[src/rtl/systolic_ctrl.sv]
// Sequencer for a ROWS x COLS output-stationary systolic MAC array: clear, stream, skew, drain, hold.
// Optional drain watchdog enabled by defining SYSTOLIC_CTRL_TIMEOUT_EN.
module systolic_ctrl #(
    parameter int unsigned ROWS  = 4,
    parameter int unsigned COLS  = 4,
    parameter int unsigned K_MAX = 64
) (
    input  logic                       clk,
    input  logic                       rst,
    input  logic                       start,
    input  logic [$clog2(K_MAX+1)-1:0] k_len,
    output logic                       busy,
    output logic                       rd_en,
    output logic [$clog2(K_MAX)-1:0]   rd_addr,
    input  logic [16*ROWS-1:0]         act_rd,
    input  logic [16*COLS-1:0]         wt_rd,
    output logic [16*ROWS-1:0]         act_left,
    output logic [16*COLS-1:0]         weight_top,
    output logic [ROWS-1:0]            input_done_row,
    output logic                       array_en,
    input  logic                       calc_done_corner,
    output logic                       result_valid,
    input  logic                       result_ack,
    output logic                       err
);

    localparam int unsigned LW = 16;
    localparam int unsigned KW = $clog2(K_MAX + 1);
    localparam int unsigned AW = $clog2(K_MAX);

    typedef enum logic [2:0] {
        S_IDLE,
        S_CLEAR,
        S_STREAM,
        S_DRAIN,
        S_HOLD
    } state_e;

    state_e        state_q, state_d;
    logic [AW-1:0] last_addr_q, last_addr_d;
    logic [AW-1:0] rd_addr_q, rd_addr_d;
    logic          rd_en_q, rd_en_d;
    logic          busy_q, busy_d;
    logic          array_en_q, array_en_d;
    logic          result_valid_q, result_valid_d;
    logic          valid0_q, valid0_d;
    logic          last0_q, last0_d;
    logic          k_ok;

`ifdef SYSTOLIC_CTRL_TIMEOUT_EN
    localparam int unsigned TW = $clog2(ROWS + COLS + 1);
    logic [TW-1:0] drain_cnt_q, drain_cnt_d;
    logic          err_q, err_d;
`endif

    assign k_ok = (k_len != '0) && (k_len <= KW'(K_MAX));

    // Next-state and registered-output decode; outputs follow the state being entered.
    always_comb begin
        state_d     = state_q;
        last_addr_d = last_addr_q;
        rd_addr_d   = '0;
`ifdef SYSTOLIC_CTRL_TIMEOUT_EN
        drain_cnt_d = '0;
        err_d       = err_q;
`endif
        case (state_q)
            S_IDLE: begin
                if (start && k_ok) begin
                    last_addr_d = AW'(k_len - KW'(1));
                    state_d     = S_CLEAR;
                end
            end
            S_CLEAR: state_d = S_STREAM;
            S_STREAM: begin
                if (rd_addr_q == last_addr_q) begin
                    state_d = S_DRAIN;
                end else begin
                    rd_addr_d = rd_addr_q + AW'(1);
                end
            end
            S_DRAIN: begin
                if (calc_done_corner) begin
                    state_d = S_HOLD;
`ifdef SYSTOLIC_CTRL_TIMEOUT_EN
                end else if (drain_cnt_q == TW'(ROWS + COLS)) begin
                    state_d = S_HOLD;
                    err_d   = 1'b1;
                end else begin
                    drain_cnt_d = drain_cnt_q + TW'(1);
`endif
                end
            end
            S_HOLD: begin
                if (result_ack) begin
                    state_d = S_IDLE;
`ifdef SYSTOLIC_CTRL_TIMEOUT_EN
                    err_d   = 1'b0;
`endif
                end
            end
            default: state_d = S_IDLE;
        endcase

        busy_d         = (state_d != S_IDLE);
        rd_en_d        = (state_d == S_STREAM);
        array_en_d     = (state_d == S_STREAM) || (state_d == S_DRAIN) || (state_d == S_HOLD);
        result_valid_d = (state_d == S_HOLD);
    end

    // Read data lands one cycle after the strobe; track which beat is valid and last.
    always_comb begin
        valid0_d = rd_en_q;
        last0_d  = rd_en_q && (rd_addr_q == last_addr_q);
    end

    always_ff @(posedge clk or posedge rst) begin
        if (rst) begin
            state_q        <= S_IDLE;
            last_addr_q    <= '0;
            rd_addr_q      <= '0;
            rd_en_q        <= 1'b0;
            busy_q         <= 1'b0;
            array_en_q     <= 1'b0;
            result_valid_q <= 1'b0;
            valid0_q       <= 1'b0;
            last0_q        <= 1'b0;
`ifdef SYSTOLIC_CTRL_TIMEOUT_EN
            drain_cnt_q    <= '0;
            err_q          <= 1'b0;
`endif
        end else begin
            state_q        <= state_d;
            last_addr_q    <= last_addr_d;
            rd_addr_q      <= rd_addr_d;
            rd_en_q        <= rd_en_d;
            busy_q         <= busy_d;
            array_en_q     <= array_en_d;
            result_valid_q <= result_valid_d;
            valid0_q       <= valid0_d;
            last0_q        <= last0_d;
`ifdef SYSTOLIC_CTRL_TIMEOUT_EN
            drain_cnt_q    <= drain_cnt_d;
            err_q          <= err_d;
`endif
        end
    end

    assign busy         = busy_q;
    assign rd_en        = rd_en_q;
    assign rd_addr      = rd_addr_q;
    assign array_en     = array_en_q;
    assign result_valid = result_valid_q;
`ifdef SYSTOLIC_CTRL_TIMEOUT_EN
    assign err = err_q;
`else
    assign err = 1'b0;
`endif

    // Gate buffer data so empty skew stages carry zeros.
    logic [LW*ROWS-1:0] act_g;
    logic [LW*COLS-1:0] wt_g;
    assign act_g = valid0_q ? act_rd : '0;
    assign wt_g  = valid0_q ? wt_rd  : '0;

    for (genvar r = 0; r < ROWS; r++) begin : g_row
        if (r == 0) begin : g_edge
            assign act_left[LW-1:0]  = act_g[LW-1:0];
            assign input_done_row[0] = last0_q;
        end else begin : g_skew
            logic [r-1:0][LW-1:0] dat_q, dat_d;
            logic [r-1:0]         tag_q, tag_d;

            always_comb begin
                dat_d[0] = act_g[r*LW +: LW];
                tag_d[0] = last0_q;
                for (int s = 1; s < r; s++) begin
                    dat_d[s] = dat_q[s-1];
                    tag_d[s] = tag_q[s-1];
                end
            end

            always_ff @(posedge clk or posedge rst) begin
                if (rst) begin
                    dat_q <= '0;
                    tag_q <= '0;
                end else begin
                    dat_q <= dat_d;
                    tag_q <= tag_d;
                end
            end

            assign act_left[r*LW +: LW] = dat_q[r-1];
            assign input_done_row[r]    = tag_q[r-1];
        end
    end

    for (genvar c = 0; c < COLS; c++) begin : g_col
        if (c == 0) begin : g_edge
            assign weight_top[LW-1:0] = wt_g[LW-1:0];
        end else begin : g_skew
            logic [c-1:0][LW-1:0] dat_q, dat_d;

            always_comb begin
                dat_d[0] = wt_g[c*LW +: LW];
                for (int s = 1; s < c; s++) begin
                    dat_d[s] = dat_q[s-1];
                end
            end

            always_ff @(posedge clk or posedge rst) begin
                if (rst) begin
                    dat_q <= '0;
                end else begin
                    dat_q <= dat_d;
                end
            end

            assign weight_top[c*LW +: LW] = dat_q[c-1];
        end
    end

endmodule

[config.mk]
export PLATFORM = sky130hd
export DESIGN_NAME = systolic_ctrl
export DESIGN_NICKNAME = d
export VERILOG_FILES = /design/src/rtl/systolic_ctrl.sv
export SDC_FILE = /design/constraint.sdc
export NUM_CORES = 1
export LEC_CHECK = 0
export BUFFER_PORTS_ARGS = -buffer_cell sky130_fd_sc_hd__buf_2
export CORE_MARGIN = 1
export CORE_UTILIZATION = 43
export CTS_CLUSTER_SIZE = 12
export DETAILED_ROUTE_END_ITERATION = 6
export PLACE_DENSITY = 0.78
export SYNTH_ARGS = -nofsm -noshare
export SYNTH_HDL_FRONTEND = slang
export SYNTH_SLANG_ARGS = --single-unit
export TNS_END_PERCENT = 30
[constraint.sdc]
create_clock -name clk -period 5.9 [get_ports clk]
set_input_delay 0.59 -clock clk [delete_from_list [all_inputs] [get_ports clk]]
set_output_delay 0.59 -clock clk [all_outputs]
set_load 0.01 [all_outputs]
Word-level counts from Yosys, hierarchy flattened

Cells that the tools add are included.

Bits in registers: 219
Input bits: 140
Output and inout port bits: 143
Word-level logic and storage cells: 53

Add/subtract/negate cells: 2
$lt $le $gt $ge: 1
Equality and inequality tests: 8
Multiplexer cells: 9
Reductions and logical operators: 9

Operators by type and width:

| cell                                             | number |
|---|---|
| 2-to-1 mux 64 bit                                | 2 |
| one-hot mux 3 bit (5 select lines)               | 1 |
| == test 3 x 2 -> 1 bit, second input constant    | 4 |
| 2-to-1 mux 3 bit                                 | 4 |
| 2-to-1 mux 6 bit                                 | 2 |
| <= comparator 7 bit, second input constant       | 1 |
| nonzero test 7 bit                               | 1 |
| adder 6 x 1 -> 6 bit, second input constant      | 1 |
| == test 3 bit, second input constant             | 2 |
| == test 6 bit                                    | 1 |
| subtractor 6 x 1 -> 6 bit, second input constant | 1 |
| == test 3 x 1 -> 1 bit, second input constant    | 1 |
| logical AND 1 bit                                | 3 |
| zero test 3 bit                                  | 1 |
| nonzero test 3 bit                               | 1 |
| logical OR 1 bit                                 | 2 |
| AND reduction 2 bit                              | 1 |

Longest topological paths before layout

Word-level depth: 8
Depth in mapped cells: 5
Mapped depth without buffers: 5

Least setup slack after synthesis

Ideal clock, no wire load.

Path type: input-to-reg
Start point: input start
End point: register last_addr_q[0]
Setup time: 0.125 ns
Arrival time: 1.757 ns
Data required time: 5.775 ns
Slack: 4.019 ns
Stages: 3
Path buffers: 0
Cells stage by stage: or4b_4 > nor3b_4 > mux2_2

Word-level cells in the longest chain between the ends: 2

RTL lines:

| item                          | line | source |
|---|---|---|
| from (decl)                   | 10   | `input logic start,` |
| logical AND 1 bit             | 69   | `if (start && k_ok) begin` |
| AND reduction 2 bit (no line) | --   |  |
| to (signal assigned)          | 134  | `last_addr_q <= last_addr_d;` |
| to (decl)                     | 40   | `logic [AW-1:0] last_addr_q, last_addr_d;` |

No other way between the ends.
A chain may end at the register's enable or synchronous reset.

Worst setup path after layout

Start point: register valid0_q
End point: output weight_top[2]

Word-level cells in the longest chain between the ends: 1

RTL lines:

| item                   | line | source |
|---|---|---|
| from (decl)            | 46   | `logic valid0_q, valid0_d;` |
| from (signal assigned) | 140  | `valid0_q <= valid0_d;` |
| 2-to-1 mux 64 bit      | 164  | `assign wt_g = valid0_q ? wt_rd : '0;` |
| to (decl)              | 18   | `output logic [16*COLS-1:0] weight_top,` |

No other way between the ends.

==> impl_metrics.sql <==
INSERT INTO impl_metrics (metric_group, metric, value, unit) VALUES
('outcome', 'outcome', 'finished clean', ''),
('logic_synthesis', 'post-synth-top-area-cell', 'sky130_fd_sc_hd__dfrtp_1', ''),
('logic_synthesis', 'synthCells', '466', ''),
('timing', 'setup_repair_after_global_routing_missed_its_margin', 'false', ''),
('detailed_routing', 'drc_errors', '0', ''),
('logic_synthesis', 'postSynthNetCount', '609', ''),
('logic_synthesis', 'synth.mux.area_fraction', '0.945', '%'),
('setup_path', 'timing.setup.critical_path_class', 'reg2out', ''),
('clocking', 'tritoncts_num_sinks', '216', ''),
('global_route', 'globalRouteTotalUtil', '14.9', '%'),
('job', 'max_cap_violations', '0', ''),
('placement', 'place_area', '8400', 'um2'),
('detailed_routing', 'route.vias.total', '4009', ''),
('placement', 'dpl.hpwl', '8800', 'um'),
('setup_path', 'crit_fanout', '65', ''),
('pwr', 'power.density', '459', 'nW/um2'),
('setup_path', 'critical_path_arrival', '2.24', 'ns'),
('global_route', 'grt_overflow', '0', ''),
('logic_synthesis', 'synth_area', '7010', 'um2'),
('setup_path', 'worst_setup_path_start_kind', 'flop', ''),
('detailed_routing', 'detail_route.vias_per_cell', '4.24', ''),
('clocking', 'cts.hold.buffers_added', '0', ''),
('logic_synthesis', 'ranking_of_synthesized_cells_by_area', 'sky130_fd_sc_hd__dfrtp_1 (77%), sky130_fd_sc_hd__and2_1 (11%), sky130_fd_sc_hd__buf_4 (3.7%)', ''),
('pwr', 'power', '4.13', 'mW'),
('layout', 'area_growth_syn_to_layout', '28.3', '%'),
('layout', 'layout.filler_cells', '1274', ''),
('clocking', 'clk_pin_slew', '0.06', 'ns'),
('setup_path', 'cp_data_required_time', '5.31', 'ns'),
('detailed_routing', 'final_antenna_violating_net_count', '0', ''),
('floorplan', 'floorplan.initialDensity', '44.2', '%'),
('placement', 'port_buffers', '281', ''),
('timing', 'setup_violations', '0', ''),
('layout', 'layout-drive-gt1-share', '43.7', '%'),
('logic_synthesis', 'synth-adder-area-share', '0.535', '%'),
('layout', 'final_nets', '866', ''),
('clocking', 'h-tree-depth', '1', ''),
('layout', 'layout_commonest_cell', 'sky130_fd_sc_hd__buf_2', ''),
('logic_synthesis', 'yosys.area.top_type_share', '77.1', '%'),
('timing', 'hold_viol_final', '0', ''),
('detailed_routing', 'iteration_count_of_the_initial_detailed_routing_pass', '4', ''),
('logic_synthesis', 'ys_seq_elements', '216', ''),
('clocking', 'cts_post_setup_buffers_inserted', '0', ''),
('logic_synthesis', 'share_of_the_synthesized_area_in_compound_gates_ao_oa_aoi_oai', '0.714', '%'),
('global_route', 'grt_pass1_vias', '3933', ''),
('floorplan', 'floorplan.core_area', '15900', 'um2'),
('logic_synthesis', 'ys_seq_area_share', '77.1', '%'),
('clocking', 'clock_tree_from_tritoncts', 'yes', ''),
('logic_synthesis', 'postSynthAreaPerCell', '15.1', 'um2'),
('pwr', 'peak_vdd_ir', '0.267', 'mV'),
('pwr', 'leakagePower', '4.84', 'nW'),
('floorplan', 'floorplan.rows', '46', ''),
('clocking', 'clock_latency', '0.48', 'ns'),
('min_path', 'hold_path_class', 'in2reg', ''),
('timing', 'finalWorstPathRequiredPeriod', '2.83', 'ns'),
('timing', 'worstMarginPinSlew', '1.09', 'ns'),
('logic_synthesis', 'synthXorXnorAreaFrac', '1.75', '%'),
('timing', 'maxSlewViolCount', '0', ''),
('detailed_routing', 'average_routed_wire_per_standard_cell', '13.5', 'um'),
('detailed_routing', 'drt-total-wl', '12800', 'um'),
('logic_synthesis', 'synth_warnings', '0', ''),
('global_route', 'grt_first_pass_wirelength', '19300', 'um'),
('floorplan', 'fp.dieH', '130', 'um'),
('global_route', 'grt_max_degree', '217', ''),
('clocking', 'clock_path_buffers', '3', ''),
('clocking', 'clock-root-buffer', 'sky130_fd_sc_hd__clkbuf_16', ''),
('logic_synthesis', 'synth-edff-count', '0', ''),
('placement', 'gpl.final_weighted_congestion', '0.768', ''),
('timing', 'maximum_clock_rate', '0.354', 'GHz'),
('setup_path', 'crit_path_end_kind', 'output pin', ''),
('floorplan', 'chipWidth', '130', 'um'),
('placement', 'dp_cells', '915', '');
## area by class of cell
class	count	area, um2	share of cell area (%)
Sequential cell	216	5410	60.1
Timing Repair Buffer	283	1430	15.9
Multi-Input combinational cell	193	1260	14.0
Clock buffer	27	569	6.33
Tap cell	216	270	3.00
Inverter	7	30.0	0.334
Clock inverter	1	16.3	0.181
Antenna cell	3	7.51	0.0834
## logic make-up after synthesis
kind of cell,after synthesis
other cells,1
fa+ha+maj,3
simple gates,161
flops,216
mux,6
xor+xnor,14
buf+inv,57
compound gates,8
## through the flow
step	hold slack [ns]	setup slack (ns)	utilization, %
floorplan	0.331	2.50	-
global placement	0.331	3.63	52.9
detailed placement	0.335	3.57	52.9
CTS	0.288	3.03	56.6
global route	0.289	2.81	56.6
finish	0.312	3.07	56.6
## power breakdown
group,internal [mW],switching (mW)
clock,0.671,0.496
combinational,0.410,0.468
sequential,1.90,0.184
## synth_stat cells (all sizes together) (3+ instances only)
library cell	number
buf	35
xnor2	10
dfrtp	216
and2	128
ha	3
inv	7
mux2	5
nor2	11
xor2	4
o21ai	3
nand2	7
clkbuf	15
nand3	3
## flip-flops by register name (all words and copies together) (netlist names), 3 cells and up
name / flops
act_left: 32
state_q: 3
g_col.g_skew.dat_q: 16
g_col.g_skew.dat_d: 48
rd_addr: 6
g_row.g_skew.tag_q: 3
g_row.g_skew.dat_q: 16
weight_top: 32
last_addr_q: 6
g_row.g_skew.dat_d: 48
## final timing paths
path                                            from                        end  slack, ns  cells after the start
setup / recovery                            valid0_q              weight_top[2]       3.07                      3
hold / removal                             wt_rd[53]  g_col[3].g_skew.dat_d[21]       0.31                      2
setup reg to reg                          state_q[0]             last_addr_q[0]       4.00                      3
hold reg to reg            g_row[3].g_skew.dat_d[32]               act_left[48]       0.35                      0
max in group asynchronous                        rst                   valid0_q       4.66                      3
min in group asynchronous                        rst             weight_top[53]       0.45                      3
## metal layers
metal / GRT usage, % / up-vias / part of all wire [%]
met2: 24.8 / 161 / 50
met1: 18.3 / 1916 / 40
met5: 0 / - / 0.10
li1: - / 1906 / -
met3: 5.08 / 24 / 7.8
met4: 4.92 / 2 / 2.4
## worst max-delay path: stages (launching register included)
cell                      delay (ns)
sky130_fd_sc_hd__dfrtp_2        0.85
sky130_fd_sc_hd__buf_4          0.53
sky130_fd_sc_hd__and2_1         0.20
sky130_fd_sc_hd__buf_2          0.13
Note: power is estimated with default switching activity, not from simulation.
